[src/rtl/dm_if.sv]
// rtl/dm_if.sv - request/response bus between an initiator and dm_responder
//
// Purpose: bundles the chip-select style request fields and the response
// signals of the word-storage responder.
// Signals:
//   req_cs     request strobe (chip select)
//   req_oe     read enable
//   req_web    per-byte write enable, active-low (4'b1111 = no write)
//   req_addr   word address
//   req_wdata  write data, byte i = bits 8i+7:8i
//   busy       stall back to the initiator; request fields held while high
//   rsp_valid  one-cycle response strobe
//   rsp_rdata  read data
//   rsp_err    out-of-range flag, meaningful with rsp_valid
// Modports: master = initiator side, slave = responder side.
interface dm_if;
   logic        req_cs;
   logic        req_oe;
   logic [3:0]  req_web;
   logic [13:0] req_addr;
   logic [31:0] req_wdata;
   logic        busy;
   logic        rsp_valid;
   logic [31:0] rsp_rdata;
   logic        rsp_err;

   modport master (
      output req_cs, req_oe, req_web, req_addr, req_wdata,
      input  busy, rsp_valid, rsp_rdata, rsp_err
   );

   modport slave (
      input  req_cs, req_oe, req_web, req_addr, req_wdata,
      output busy, rsp_valid, rsp_rdata, rsp_err
   );
endinterface

[src/rtl/dm_responder.sv]
// rtl/dm_responder.sv - word-storage responder with programmable wait states
//
// Purpose: accepts one request at a time, inserts WAIT_CYCLES wait states,
// commits a byte-masked write or a word read to 2**DEPTH_LOG2 x 32-bit
// storage, then pulses a one-cycle response.
// Ports:
//   clk  sole clock, rising edge
//   rst  asynchronous active-high reset (storage is not cleared)
//   bus  dm_if.slave: req_cs/req_oe/req_web/req_addr/req_wdata in,
//        busy/rsp_valid/rsp_rdata/rsp_err out
module dm_responder #(
   parameter int DEPTH_LOG2  = 6,
   parameter int WAIT_CYCLES = 2
) (
   input logic clk,
   input logic rst,
   dm_if.slave bus
);
   localparam int         DEPTH     = 1 << DEPTH_LOG2;
   localparam logic [3:0] WAIT_INIT = 4'(WAIT_CYCLES);

   typedef enum logic [1:0] {IDLE, WAIT, RESP} state_t;

   state_t      state;
   logic [3:0]  cnt;
   logic [13:0] addr_q;
   logic [3:0]  web_q;
   logic        oe_q;
   logic [31:0] wdata_q;
   logic [31:0] rsp_rdata_q;
   logic        rsp_err_q;

   logic [31:0] mem [DEPTH];

   // Fields used by the commit. With zero wait states the commit happens on
   // the acceptance edge itself, so the live inputs are used then.
   logic [13:0]           c_addr;
   logic [3:0]            c_web;
   logic                  c_oe;
   logic [31:0]           c_wdata;
   logic [DEPTH_LOG2-1:0] c_idx;
   logic                  c_oor;
   logic                  c_rd;
   logic                  commit;
   logic                  mem_we;

   always_comb begin
      if (state == IDLE) begin
         c_addr  = bus.req_addr;
         c_web   = bus.req_web;
         c_oe    = bus.req_oe;
         c_wdata = bus.req_wdata;
      end else begin
         c_addr  = addr_q;
         c_web   = web_q;
         c_oe    = oe_q;
         c_wdata = wdata_q;
      end
      c_idx  = c_addr[DEPTH_LOG2-1:0];
      c_oor  = (c_addr >> DEPTH_LOG2) != 14'd0;
      // Any low web bit makes it a write, which wins over oe.
      c_rd   = c_oe && (c_web == 4'b1111);
      if (WAIT_CYCLES == 0)
         commit = (state == IDLE) && bus.req_cs;
      else
         commit = (state == WAIT) && (cnt == 4'd1);
      // rst is sampled here too so an edge under reset never writes.
      mem_we = commit && !rst && !c_oor && (c_web != 4'b1111);
   end

   always_ff @(posedge clk) begin
      if (mem_we) begin
         for (int i = 0; i < 4; i++) begin
            if (!c_web[i])
               mem[c_idx][8*i +: 8] <= c_wdata[8*i +: 8];
         end
      end
   end

   always_ff @(posedge clk or posedge rst) begin
      if (rst) begin
         state       <= IDLE;
         cnt         <= 4'd0;
         addr_q      <= 14'd0;
         web_q       <= 4'b1111;
         oe_q        <= 1'b0;
         wdata_q     <= 32'd0;
         rsp_rdata_q <= 32'd0;
         rsp_err_q   <= 1'b0;
      end else begin
         case (state)
            IDLE: begin
               if (bus.req_cs) begin
                  addr_q  <= bus.req_addr;
                  web_q   <= bus.req_web;
                  oe_q    <= bus.req_oe;
                  wdata_q <= bus.req_wdata;
                  if (WAIT_CYCLES == 0) begin
                     state <= RESP;
                  end else begin
                     state <= WAIT;
                     cnt   <= WAIT_INIT;
                  end
               end
            end
            WAIT: begin
               cnt <= cnt - 4'd1;
               if (cnt == 4'd1)
                  state <= RESP;
            end
            RESP: begin
               state     <= IDLE;
               rsp_err_q <= 1'b0;
            end
            default: state <= IDLE;
         endcase
         // Read data is the pre-commit word: the write lands on this same edge.
         if (commit) begin
            rsp_rdata_q <= (c_rd && !c_oor) ? mem[c_idx] : 32'd0;
            rsp_err_q   <= c_oor;
         end
      end
   end

   assign bus.busy      = (state == WAIT) || ((state == IDLE) && bus.req_cs);
   assign bus.rsp_valid = (state == RESP);
   assign bus.rsp_rdata = rsp_rdata_q;
   assign bus.rsp_err   = rsp_err_q;
endmodule

[src/flat_wrapper.sv]
// flat-port wrapper written by rule: the top's interface ports become plain ports
module dm_responder_flat 
#(
   parameter int DEPTH_LOG2  = 6,
   parameter int WAIT_CYCLES = 2
)
  (clk, rst, bus_req_cs, bus_req_oe, bus_req_web, bus_req_addr, bus_req_wdata, bus_busy, bus_rsp_valid, bus_rsp_rdata, bus_rsp_err);
  dm_if bus_i ();
  input logic clk;
  input logic rst;
  input wire logic [$bits(bus_i.req_cs)-1:0] bus_req_cs;
  input wire logic [$bits(bus_i.req_oe)-1:0] bus_req_oe;
  input wire logic [$bits(bus_i.req_web)-1:0] bus_req_web;
  input wire logic [$bits(bus_i.req_addr)-1:0] bus_req_addr;
  input wire logic [$bits(bus_i.req_wdata)-1:0] bus_req_wdata;
  output wire logic [$bits(bus_i.busy)-1:0] bus_busy;
  output wire logic [$bits(bus_i.rsp_valid)-1:0] bus_rsp_valid;
  output wire logic [$bits(bus_i.rsp_rdata)-1:0] bus_rsp_rdata;
  output wire logic [$bits(bus_i.rsp_err)-1:0] bus_rsp_err;
  assign bus_i.req_cs = bus_req_cs;
  assign bus_i.req_oe = bus_req_oe;
  assign bus_i.req_web = bus_req_web;
  assign bus_i.req_addr = bus_req_addr;
  assign bus_i.req_wdata = bus_req_wdata;
  assign bus_busy = bus_i.busy;
  assign bus_rsp_valid = bus_i.rsp_valid;
  assign bus_rsp_rdata = bus_i.rsp_rdata;
  assign bus_rsp_err = bus_i.rsp_err;
  dm_responder #(.DEPTH_LOG2(DEPTH_LOG2), .WAIT_CYCLES(WAIT_CYCLES)) u_core (.clk(clk), .rst(rst), .bus(bus_i));
endmodule
[config.mk]
export PLATFORM = sky130hd
export DESIGN_NAME = dm_responder_flat
export DESIGN_NICKNAME = d
export VERILOG_FILES = /design/src/rtl/dm_if.sv /design/src/rtl/dm_responder.sv /design/src/flat_wrapper.sv
export SDC_FILE = /design/constraint.sdc
export NUM_CORES = 2
export LEC_CHECK = 0
export BUFFER_PORTS_ARGS = -buffer_cell sky130_fd_sc_hd__buf_2
export CORE_MARGIN = 10
export CORE_UTILIZATION = 58
export CTS_CLUSTER_DIAMETER = 30
export CTS_CLUSTER_SIZE = 25
export DETAILED_ROUTE_END_ITERATION = 8
export PLACE_DENSITY_LB_ADDON = 0.1
export REMOVE_ABC_BUFFERS = 1
export SYNTH_ARGS = -nofsm -noshare
export SYNTH_HDL_FRONTEND = slang
export SYNTH_SLANG_ARGS = --single-unit
[constraint.sdc]
create_clock -name clk -period 8.17 [get_ports clk]
set_input_delay 0 -clock clk [delete_from_list [all_inputs] [get_ports clk]]
set_output_delay 0 -clock clk [all_outputs]
set_load 0.01 [all_outputs]
==> out/results.txt <==
largest net degree at the start of global routing -> 100
total CTS buffers -> 402
average wire per cell in the routed design -> 33.2 um
post-route cell area -> 99800 um^2
layout overhead on the synthesized area -> 22.3%
post-CTS setup buffers -> 0
slew of the pin with the lowest slew margin -> 1.47 ns
initial detailed-routing violation count -> 8357
number of synthesized flops with an enable pin -> 2048
type of the worst setup path -> reg2reg
number of buffers added on ports -> 88
number of remaining DRC errors -> 0
fraction of layout cells with a size suffix above 1 -> 17.3%
clock insertion delay at the later pin of the skew report -> 0.97 ns
number of standard-cell rows in the floorplan -> 137
maximum fanout count along the critical path -> 41
number of max-capacitance violations reported -> 0
R2R Path End -> u_core.mem[15][8]$_DFFE_PP_
1st-pass router iterations -> 7
Final Hold Fails -> 0
final worst-path cycle share -> 63.3%
warnings from Yosys -> 0
Final nets -> 5960
area of the mapped netlist -> 81700 um^2
Worst-path clk slew -> 0.05 ns
Die Footprint -> 156000 um^2
aggregate negative setup slack -> 0 ns
most numerous cell in the Yosys netlist -> sky130_fd_sc_hd__edfxtp_1
combined global-route utilization of all metal layers -> 33.7%
Detail Placement HPWL -> 149000 um
via count -> 55600
CP arrival -> 5.72 ns
Req. time, crit path -> 8.72 ns
die height -> 395 um
reg-to-reg critical path startpoint -> u_core.state[0]$_DFFE_PP0P_
setup slack after layout -> 3.00 ns
cts repair resizes -> 0
post-route ant nets -> 0
CP Cell Sequence -> or2_2, buf_4, nor2_1, nor4_1, buf_4, nand3_2, buf_4, nor3_1
P per Cell Area -> 424 nW/um^2
Core Area -> 140000 um^2
Critical Path Sink Type -> flop
number of global-route vias before repair -> 54300
cell taking the most area after synthesis -> sky130_fd_sc_hd__edfxtp_1
startpoint type of the worst setup path -> flop
most instantiated flip-flop cell in the synthesis netlist -> sky130_fd_sc_hd__edfxtp_1
achievable frequency -> 193 MHz
setup clock skew after layout -> 0.0615 ns
post-detailed-routing wire length -> 270000 um
CTS Hold Bufs -> 161
portion of the post-synthesis area used by sequential elements -> 78.1%
Post-DP Area -> 84700 um^2
leakage power figure -> 34.0 nW
TritonCTS clock tree -> built
Yosys top cell area share -> 75.3%
count of pins over their slew limit -> 0
most common library cells after synthesis -> 2048 x sky130_fd_sc_hd__edfxtp_1, 858 x sky130_fd_sc_hd__nand2_1, 585 x sky130_fd_sc_hd__o22ai_1
Final Setup Violations -> 0
share of flip-flops with an asynchronous set or reset after synthesis -> 4.21%
max incr delay on CP -> 0.98 ns
antenna violations before repair -> 12
mean area per synthesized cell -> 15.1 um^2
clock period minus worst slack -> 5.17 ns
Top Family by Delay on Critical Path -> simple AND/OR/NAND/NOR gates
synthesized netlist cell count -> 5421
relative slew slack -> 2.33%
Min-Delay Path Class -> in2reg
worst ir drop on vdd -> 0.575 mV
Initial Util -> 58.4%
worst reg-to-reg path cell count -> 8
count of clock tree sinks -> 2138
buffers from clock root to sink, at most -> 4
Worst Hold Endpoint -> u_core.addr_q[1]$_DFFE_PP0P_
overall die width -> 395 um
buffers and inverters on the worst path -> 3
final-layout fill cell count -> 8758
total of flip-flops plus latches after synthesis -> 2138
worst hold path depth -> 4
final weighted congestion in routability-driven placement -> 0.897
synth unique cells -> 84
routed via count divided by cell count -> 6.86
RSZ-0062 raised after global routing -> false
deepest level of the CTS H-tree -> 5
worst min-delay path startpoint -> bus_req_addr[1]
first-pass GRT wire length -> 385000 um
Top cell by count, worst path -> sky130_fd_sc_hd__buf_4
status -> completed
CTS root buf -> sky130_fd_sc_hd__clkbuf_16
main area contributors after synthesis -> sky130_fd_sc_hd__edfxtp_1 75%, sky130_fd_sc_hd__o22ai_1 4.5%, sky130_fd_sc_hd__nand2_1 3.9%, sky130_fd_sc_hd__dfrtp_1 2.6%, sky130_fd_sc_hd__nor3_1 1.5%
Place WS -> 3.16 ns
slowest cell on the critical path -> sky130_fd_sc_hd__nor3_1
final global-route overflow total -> 0
I/O pin count -> 89
Register-to-Register Setup Slack -> 3.00 ns
## per-layer routing
metal	vias up	global-route usage, %	wire, um
met4	14	14.8	13100
met5	-	0	92
met3	722	10.5	38000
met2	4492	49.9	120000
li1	22600	-	-
met1	27800	46.1	98800
## worst reg2reg max path, delay by kind of cell, from the launching register on
family                 cells  cell delay, ns
DFF                        1            0.94
buffers and inverters      3            1.18
and+or+nand+nor            5            2.63
## layout by cell type (no fill, tap or decap), drive strengths merged, types with 65 or more instances in the layout
cell            n
edfxtp       2048
a31oi          77
nand2         859
dlygate4sd3   161
nor2          202
nand3         110
clkbuf        463
dfrtp          86
nor3          240
clkinv        135
buf           304
a32o           65
a21oi         189
o22ai         585
## flip-flops by register name (all words and copies together), names as in the netlist
register / count
u_core.cnt: 4
u_core.mem: 2048
u_core.wdata_q: 32
u_core.oe_q: 1
u_core.bus.rsp_err: 1
u_core.web_q: 4
u_core.bus.rsp_rdata: 32
u_core.addr_q: 14
u_core.state: 2
## through the flow
step	hold WS, ns	instances	total power, W	util, %
finish	0.152	8109	0.0423	71.5
global route	0.122	8106	0.0433	71.5
CTS	0.0851	8102	0.0419	71.4
detailed placement	0.199	7212	0.0255	60.6
global placement	0.193	7212	0.0254	60.6
floorplan	0.0830	5034	0.0203	-
## kinds of logic (layout without fill, tap and decap cells)
family                     after synthesis  in the layout  synth area share [%]
DFF                                   2138           2138                  78.1
and+or+nand+nor                       1587           1587                  8.49
AOI/OAI and AO/OA                     1246           1246                  10.4
buffers and inverters                  393           1201                  2.31
muxes                                   54             54                 0.665
adders and majority gates                2              2                0.0306
xor gates and xnor gates                 1              1                0.0107
other                                    0              4                     0
## layout make-up
type	count	area, um^2	share of cell area [%]
well taps	1876	2350	2.35
clock buffers	462	10600	10.6
multi-input cells	2890	16400	16.4
diodes	4	10.0	0.0100
repair buffers	466	3880	3.88
inverters	6	25.0	0.0251
flip-flops and latches	2138	63800	63.9
clock inverters	267	2930	2.93
## worst max-delay path by stage
stage | start | end | slack, ns | cells past startpoint
final | u_core.state[0]$_DFFE_PP0P_ | u_core.mem[15][8]$_DFFE_PP_ | 3.00 | 8
after global routing | u_core.state[0]$_DFFE_PP0P_ | u_core.mem[18][11]$_DFFE_PP_ | 2.70 | 8
after global placement | u_core.state[0]$_DFFE_PP0P_ | u_core.mem[15][10]$_DFFE_PP_ | 3.23 | 8
after CTS | u_core.state[0]$_DFFE_PP0P_ | u_core.mem[15][8]$_DFFE_PP_ | 3.09 | 8
after floorplan | u_core.state[0]$_DFFE_PP0P_ | u_core.bus.rsp_rdata[24]$_DFFE_PP0N_ | -0.93 | 6
after detailed placement | u_core.state[0]$_DFFE_PP0P_ | u_core.mem[15][12]$_DFFE_PP_ | 3.16 | 8
## where the power goes
group | total, W | switching (W) | internal, W
registers | 0.0144 | 0.000143 | 0.0143
logic | 0.0116 | 0.00906 | 0.00251
clock network | 0.0163 | 0.00564 | 0.0107
total | 0.0423 | 0.0148 | 0.0275
(Power assumes the default switching activity.)
